## src/rtl/instr_fetch_unit.sv

```systemverilog
// ---------------------------------------------------------------------------
// instr_fetch_unit
//
// Fetches instructions from instruction memory at the address held by the
// program counter and hands them to decode through a small in-order buffer.
//
// Ports:
//   clk          clock, every state update happens on its rising edge
//   reset        synchronous active-high reset
//   pc           current program counter value (used as the fetch address)
//   redirect     PC is being loaded this cycle; in-flight and buffered work
//                is thrown away
//   pc_inc       increment enable to the PC, pulses once per granted request
//   mem_req      instruction memory read request
//   mem_addr     request address (follows pc)
//   mem_gnt      memory accepts the request this cycle
//   mem_rvalid   read data valid, in order, at least one cycle after grant
//   mem_rdata    read data
//   instr_valid  a buffered instruction is available at the head
//   instr_data   head instruction word
//   instr_addr   address the head instruction was fetched from
//   instr_ready  decode consumes the head when instr_valid is also high
// ---------------------------------------------------------------------------
module instr_fetch_unit #(
    parameter int ADDR_W = 4,
    parameter int DATA_W = 8,
    parameter int DEPTH  = 2
) (
    input  logic              clk,
    input  logic              reset,
    input  logic [ADDR_W-1:0] pc,
    input  logic              redirect,
    output logic              pc_inc,
    output logic              mem_req,
    output logic [ADDR_W-1:0] mem_addr,
    input  logic              mem_gnt,
    input  logic              mem_rvalid,
    input  logic [DATA_W-1:0] mem_rdata,
    output logic              instr_valid,
    output logic [DATA_W-1:0] instr_data,
    output logic [ADDR_W-1:0] instr_addr,
    input  logic              instr_ready
);

    localparam int PTR_W = (DEPTH > 1) ? $clog2(DEPTH) : 1;
    localparam int CNT_W = $clog2(DEPTH + 1);
    localparam logic [CNT_W-1:0] DEPTH_CNT = CNT_W'(DEPTH);
    localparam logic [CNT_W-1:0] CNT_ONE   = CNT_W'(1);
    localparam logic [PTR_W-1:0] PTR_ONE   = PTR_W'(1);

    // REQ: may issue a request; WAIT: one request outstanding, its data is
    // wanted; DROP: one request outstanding, its data must be discarded.
    typedef enum logic [1:0] {
        REQ  = 2'd0,
        WAIT = 2'd1,
        DROP = 2'd2
    } state_t;

    state_t            state;
    state_t            state_next;
    logic [ADDR_W-1:0] pend_addr;

    logic [ADDR_W-1:0] addr_mem [DEPTH];
    logic [DATA_W-1:0] data_mem [DEPTH];
    logic [PTR_W-1:0]  rd_ptr;
    logic [PTR_W-1:0]  wr_ptr;
    logic [CNT_W-1:0]  count;
    logic [CNT_W-1:0]  count_after_pop;
    logic              push;
    logic              pop;

    assign mem_addr    = pc;
    assign instr_valid = !reset && (count != '0);
    assign pop         = instr_valid && instr_ready;
    assign instr_data  = data_mem[rd_ptr];
    assign instr_addr  = addr_mem[rd_ptr];

    // Only one request is ever outstanding and requests are issued from REQ
    // alone, so in REQ the buffer occupancy after this cycle's pop is the
    // whole space budget: a new request needs a free slot for its data.
    assign count_after_pop = pop ? (count - CNT_ONE) : count;

    // Next-state and handshake outputs. A redirect suppresses the request so
    // the PC never sees an increment in the same cycle it is being loaded.
    always_comb begin
        state_next = state;
        mem_req    = 1'b0;
        pc_inc     = 1'b0;
        push       = 1'b0;
        unique case (state)
            REQ: begin
                mem_req = !reset && !redirect && (count_after_pop < DEPTH_CNT);
                pc_inc  = mem_req && mem_gnt;
                if (pc_inc) begin
                    state_next = WAIT;
                end
            end
            WAIT: begin
                if (mem_rvalid) begin
                    push       = !redirect;
                    state_next = REQ;
                end else if (redirect) begin
                    state_next = DROP;
                end
            end
            DROP: begin
                if (mem_rvalid) begin
                    state_next = REQ;
                end
            end
            default: begin
                state_next = REQ;
            end
        endcase
    end

    // State register.
    always_ff @(posedge clk) begin
        if (reset) begin
            state <= REQ;
        end else begin
            state <= state_next;
        end
    end

    // Remember which address the outstanding request was for, so the
    // returning data can be tagged with it.
    always_ff @(posedge clk) begin
        if (reset) begin
            pend_addr <= '0;
        end else if (pc_inc) begin
            pend_addr <= pc;
        end
    end

    // Fetch buffer. Storage is cleared on reset so the head outputs read
    // zero afterwards; a redirect only needs to empty it logically.
    always_ff @(posedge clk) begin
        if (reset) begin
            count  <= '0;
            rd_ptr <= '0;
            wr_ptr <= '0;
            for (int i = 0; i < DEPTH; i++) begin
                addr_mem[i] <= '0;
                data_mem[i] <= '0;
            end
        end else if (redirect) begin
            count  <= '0;
            rd_ptr <= '0;
            wr_ptr <= '0;
        end else begin
            if (push) begin
                addr_mem[wr_ptr] <= pend_addr;
                data_mem[wr_ptr] <= mem_rdata;
                wr_ptr           <= wr_ptr + PTR_ONE;
            end
            if (pop) begin
                rd_ptr <= rd_ptr + PTR_ONE;
            end
            unique case ({push, pop})
                2'b10:   count <= count + CNT_ONE;
                2'b01:   count <= count - CNT_ONE;
                default: count <= count;
            endcase
        end
    end

endmodule

```

## config.mk

```make
export PLATFORM = sky130hd
export DESIGN_NAME = instr_fetch_unit
export DESIGN_NICKNAME = d
export VERILOG_FILES = /design/src/rtl/instr_fetch_unit.sv
export SDC_FILE = /design/constraint.sdc
export NUM_CORES = 1
export LEC_CHECK = 0
export ABC_AREA = 1
export CORE_ASPECT_RATIO = 1.75
export CORE_MARGIN = 1
export CORE_UTILIZATION = 53
export DETAILED_ROUTE_END_ITERATION = 8
export PLACE_DENSITY = 0.82
export SYNTH_ARGS = -nofsm -noshare
export SYNTH_HDL_FRONTEND = slang
export SYNTH_SLANG_ARGS = --single-unit
```

## constraint.sdc

```tcl
create_clock -name clk -period 4.65 [get_ports clk]
set_clock_uncertainty 0.1 [all_clocks]
set_input_delay 0.465 -clock clk [delete_from_list [all_inputs] [get_ports clk]]
set_output_delay 0.465 -clock clk [all_outputs]
set_load 0.02 [all_outputs]
```

# Word level (Yosys, flattened, before mapping)
# Memories as Yosys holds them, arrays and structs flattened. A register that Yosys moved wholly into a read port is not among the register bits.
# Index checks and enable logic that the tools add are counted.
# W data, S select, Z words.
[totals] input_bits=18 memories=2 register_bits=10 ramBits=24 word_cells=60 output_inout_bits=19
[mem_list] memory="data_mem" words=2 word_bits=8 rd=1 rd_clocked_by_memory_dff=1 write_ports=2 line_no="64" rtl="logic [DATA_W-1:0] data_mem [DEPTH];"
[mem_list] memory="addr_mem" words=2 word_bits=4 rd=1 rd_clocked_by_memory_dff=1 write_ports=2 line_no="63" rtl="logic [ADDR_W-1:0] addr_mem [DEPTH];"
[classes] n_mux=27 n_reduce_logical=14 add_sub_neg=4 order_cmp=1 n_eq_ne=7
[op_table] operator="$mux W1" n=18
[op_table] operator="$mux W2" n=5
[op_table] operator="$mux W8" n=1
[op_table] operator="$reduce_or A8 Y1" n=1
[op_table] operator="$pmux W2 S3" n=1
[op_table] operator="$logic_and A1 B1 Y1" n=5
[op_table] operator="$eq A2 B1 Y1 const B" n=2
[op_table] operator="$eq A2 B2 Y1 const B" n=2
[op_table] operator="$mux W4" n=1
[op_table] operator="$ne A2 B2 Y1 const B" n=2
[op_table] operator="$pmux W2 S2" n=1
[op_table] operator="$reduce_bool A2 Y1" n=2
[op_table] operator="$reduce_or A4 Y1" n=1
[op_table] operator="$ne A3 B3 Y1 const B" n=1
[op_table] operator="$reduce_and A3 Y1" n=1
[op_table] operator="$add A1 B1 Y1 const B" n=2
[op_table] operator="$add A2 B1 Y2 const B" n=1
[op_table] operator="$logic_not A1 Y1" n=2
[op_table] operator="$logic_not A2 Y1" n=1
[op_table] operator="$lt A2 B2 Y1 const B" n=1
[op_table] operator="$reduce_or A2 Y1" n=1
[op_table] operator="$sub A2 B1 Y2 const B" n=1

# Longest topological paths before layout
[depth] ltp_word=9 mapped_depth=10 depth_no_buf=10

# Worst setup path after synthesis
# No wires, ideal clock.
[synth_timing] path_type="flip-flop to output port" from="register count[0]" to="output pc_inc" path_buffers=0 required_ns=4.085 setup_slack_ns=2.777 arrival_ns=1.308 stages_incl_launch_ff=8 path_cell_list="dfxtp_1 -> inv_1 -> ha_1 -> nor2_4 -> nand3_1 -> nand2_2 -> nand4_4 -> inv_1"
[synth_via] elab_chain_len=8 elab_cells_between_ends=9 cone_classes="1 x add/sub; 1 x order compare; 2 x mux; 5 x reduce/logical"
[synth_lines] item="start: declaration" line_no="67" rtl="logic [CNT_W-1:0] count;"
[synth_lines] item="start signal: assignment" line_no="161" rtl="2'b10: count <= count + CNT_ONE;"
[synth_lines] item="start signal: assignment" line_no="162" rtl="2'b01: count <= count - CNT_ONE;"
[synth_lines] item="start signal: assignment" line_no="163" rtl="default: count <= count;"
[synth_lines] item="$reduce_bool A2 Y1" line_no="73" rtl="assign instr_valid = !reset && (count != '0);"
[synth_lines] item="$logic_and A1 B1 Y1" line_no="73"
[synth_lines] item="net instr_valid" line_no="39" rtl="output logic instr_valid,"
[synth_lines] item="$logic_and A1 B1 Y1" line_no="74" rtl="assign pop = instr_valid && instr_ready;"
[synth_lines] item="$mux W2" line_no="81" rtl="assign count_after_pop = pop ? (count - CNT_ONE) : count;"
[synth_lines] item="$lt A2 B2 Y1" line_no="92" rtl="mem_req = !reset && !redirect && (count_after_pop < DEPTH_CNT);"
[synth_lines] item="$logic_and A1 B1 Y1" line_no="92"
[synth_lines] item="$logic_and A1 B1 Y1" line_no="93" rtl="pc_inc = mem_req && mem_gnt;"
[synth_lines] item="$mux W1" line_no="90" rtl="unique case (state)"
[synth_lines] item="end: declaration" line_no="33" rtl="output logic pc_inc,"
# The timed path passes the listed nets, and every way through them passes these cells.

# Final worst setup path
[layout_timing] from="input reset" to="output pc_inc"
[layout_via] elab_chain_len=8 elab_cells_between_ends=9 cone_classes="1 x order compare; 2 x mux; 6 x reduce/logical"
[layout_lines] item="start: declaration" line_no="30" rtl="input logic reset,"
[layout_lines] item="$logic_not A1 Y1 (*)" line_no="73, 92"
[layout_lines] item="$logic_and A1 B1 Y1" line_no="73"
[layout_lines] item="$logic_and A1 B1 Y1" line_no="74"
[layout_lines] item="$mux W2" line_no="81"
[layout_lines] item="$lt A2 B2 Y1" line_no="92"
[layout_lines] item="$logic_and A1 B1 Y1 (*)" line_no="92"
[layout_lines] item="$logic_and A1 B1 Y1 (*)" line_no="93"
[layout_lines] item="$mux W1 (*)" line_no="90"
# Mark *: on every way between the ends. The rest lies on a longest branch, timed or not.

==> impl_results.md <==
* Status: finished, violations left
* Failing checks: design-rule violations
* Total track usage at 0.210
* # rows at 26
* Mean Syn Cell Area at 10.6 µm²
* Period utilisation layout at 0.602
* Initial antenna violation count at 0
* Highest routed layer: met4
* Cell area after synthesis at 1610 µm²
* Most frequent cells in the layout: nor2_1 (37), clkdlybuf4s50_1 (36), edfxtp_1 (24)
* Clk Latency, worst-skew pair at 280 ps
* Critical Path Start Type: primary input
* DP Wirelength at 2.16 mm
* Max FO, Critical Path at 10
* Area after DPL at 1960 µm²
* Hold Fails Final Rpt at 0
* Final wirelength at 2.85 mm
* Post-CTS setup buffer count at 0
* Area leader, netlist: edfxtp_1
* Final Setup Violations at 0
* Critical Path RT at 4090 ps
* RSZ-0062 raised after global routing: false
* Hold Path Class: reg -> reg
* Final core utilization at 0.703
* Cts bufs inserted at 5
* Die area at 3260 µm²
* Xor-xnor portion of the synthesized cell area at 0.0164
* Number of cells upsized or downsized after cts at 0
* Setup TNS at 0 ps
* VDD IR max at 0.216 mV
* Core ar. at 2900 µm²
* Residual DRC count at 4
* Synth Area in Compound Gates at 0.0156
* DRT Pass-1 Iters at 6
* Ranking of synthesized cells by area: edfxtp_1 (45%), dfxtp_1 (14%), nor2_1 (8.7%)
* CTS root buf: clkbuf_8
* Largest net degree at the start of global routing at 14
* PortBufs at 36
* Main combinational cell family by area after synthesis: simple AND/OR/NAND/NOR gates
* Max-cap violations at 0
* Crit path from: reset
* Sink Count at 35
* Fmax at 357 MHz
* Cells after synthesis at 152
* Reg clk slew, reported paths at 60 ps
* Ys Warns at 0
* Initial core utilization at 0.554
* Reg2reg end: data_mem[0][1]
* Final net count at 208
* Synth-to-layout area growth at 26.8%
* Post-synthesis adder-cell area fraction at 0.0156
* Clock Path Buffers at 2
* Cts hold-fix bufs at 0
* Number of global-route vias before repair at 1158
* Slew margin rel. at 0.646
* Worst R2R Path Depth at 5
* Placer Congestion at 0.768
* Post-synthesis cell type count at 20
* Worst EP arrival at 2240 ps
* Final instance area at 2040 µm²
* Antenna diodes at 0
* Setup CP Type: in -> out
* Max-slew violation count at 0
* Starting DRT DRC Count at 34
* Pwr/cell area at 300 nW/µm²
* GRT overflow at 0
* Simple-Gate Fraction of Synth Area at 0.200
* Top-area cell type share of the netlist area at 0.449
* Layout cells sized above 1 at 0.148
* Mux contribution to synthesized area at 0.0842
* Seq cells post-synth at 35
* Commonest non-fill, non-tap cell in the layout: nor2_1
* Setup crit end: pc_inc
* Routed metal-1 wire length at 946 µm
* Die X at 43.6 µm
* Via count at 1114
* H-tree levels at 2
* Post-synthesis sequential area ratio at 0.586
* First-pass GRT wire length at 4.77 mm
* Per-cell routed wire length at 13.1 µm
* Post-DR vias/cell at 5.13
* Reg2reg start: state[0]
* Post-synth net total at 172
* CTS tree: done
* Ports at 37
* CP endpoint kind: output port
* Worst-Margin Slew at 531 ps
* Flop-to-flop setup slack at 2700 ps
* Final worst path period need at 2800 ps
* DR WL met2 at 1.66 mm
* Pleak at 0.843 nW
* Final antenna-violating net count at 0
* Vert. Die Dim at 74.8 µm
* DR WL met3 at 150 µm
worst max-delay path, stage by stage:
cell,delay (ps)
clkdlybuf4s50_1,540
nor2_4,180
nand3_1,100
nand2_2,110
nand4_4,140
inv_1,100
clkdlybuf4s50_1,600
routing by layer:
metal | GRT usage | vias up
li1 | - | 554
met1 | 0.188 | 523
met2 | 0.380 | 30
met3 | 0.0767 | 7
met4 | 0.142 | 0
met5 | 0 | -
sequential cells by signal (all words and copies together) (netlist names), named ones only:
signal / count
data_mem: 16
addr_mem: 8
pend_addr: 4
count: 2
state: 2
rd_ptr: 1
wr_ptr: 1
metrics by stage:
stage	hold WS, ps	setup slack [ps]	std cells	total power, mW
global route	430	1730	217	0.635
global placement	379	1880	209	0.414
floorplan	365	2780	152	0.383
finish	403	1850	217	0.612
detailed placement	393	1830	209	0.417
CTS	407	1830	217	0.616
how the worst min path moves through the flow:
stage	from	to	slack (ps)	cells after the start
after floorplan	wr_ptr	wr_ptr	360	2
after global placement	wr_ptr	wr_ptr	380	2
after detailed placement	rd_ptr	flip-flop	390	2
after CTS	rd_ptr	flip-flop	410	2
after global routing	wr_ptr	wr_ptr	430	2
final	rd_ptr	flip-flop	400	2
cell families after synthesis:
group,Yosys count
multiplexers,12
AO/OA/AOI/OAI,5
buffers and inverters,30
AND/OR/NAND/NOR,65
flip-flops,35
XOR/XNOR,3
adder cells (fa/ha/maj),2
cells in the mapped netlist:
cell and number:
o21ai_0 1, nand3_1 3, and3_2 1, a21oi_1 4, dfxtp_1 11, ha_1 2, buf_4 4, xor2_1 3
edfxtp_1 24, nand4_4 1, or2_4 1, nand2_1 14, nand2_2 2, buf_2 3, mux2_2 12, nor2_4 3
inv_1 23, nand2_4 1, nor2_1 37, nand3_2 2
area by class of cell:
type,instances,area [µm²]
flip-flops and latches,35,941
fillers,224,860
multi-input cells,87,533
repair buffers,36,360
inverters,23,86.3
clock buffers,6,72.6
well taps,28,35.0
clock inverters,2,7.51
power by group:
part | internal [mW] | switching, mW
clock network | 0.102 | 0.100
logic | 0.0322 | 0.0329
registers | 0.342 | 0.00265
No activity file was read; power rests on OpenSTA's default activity.
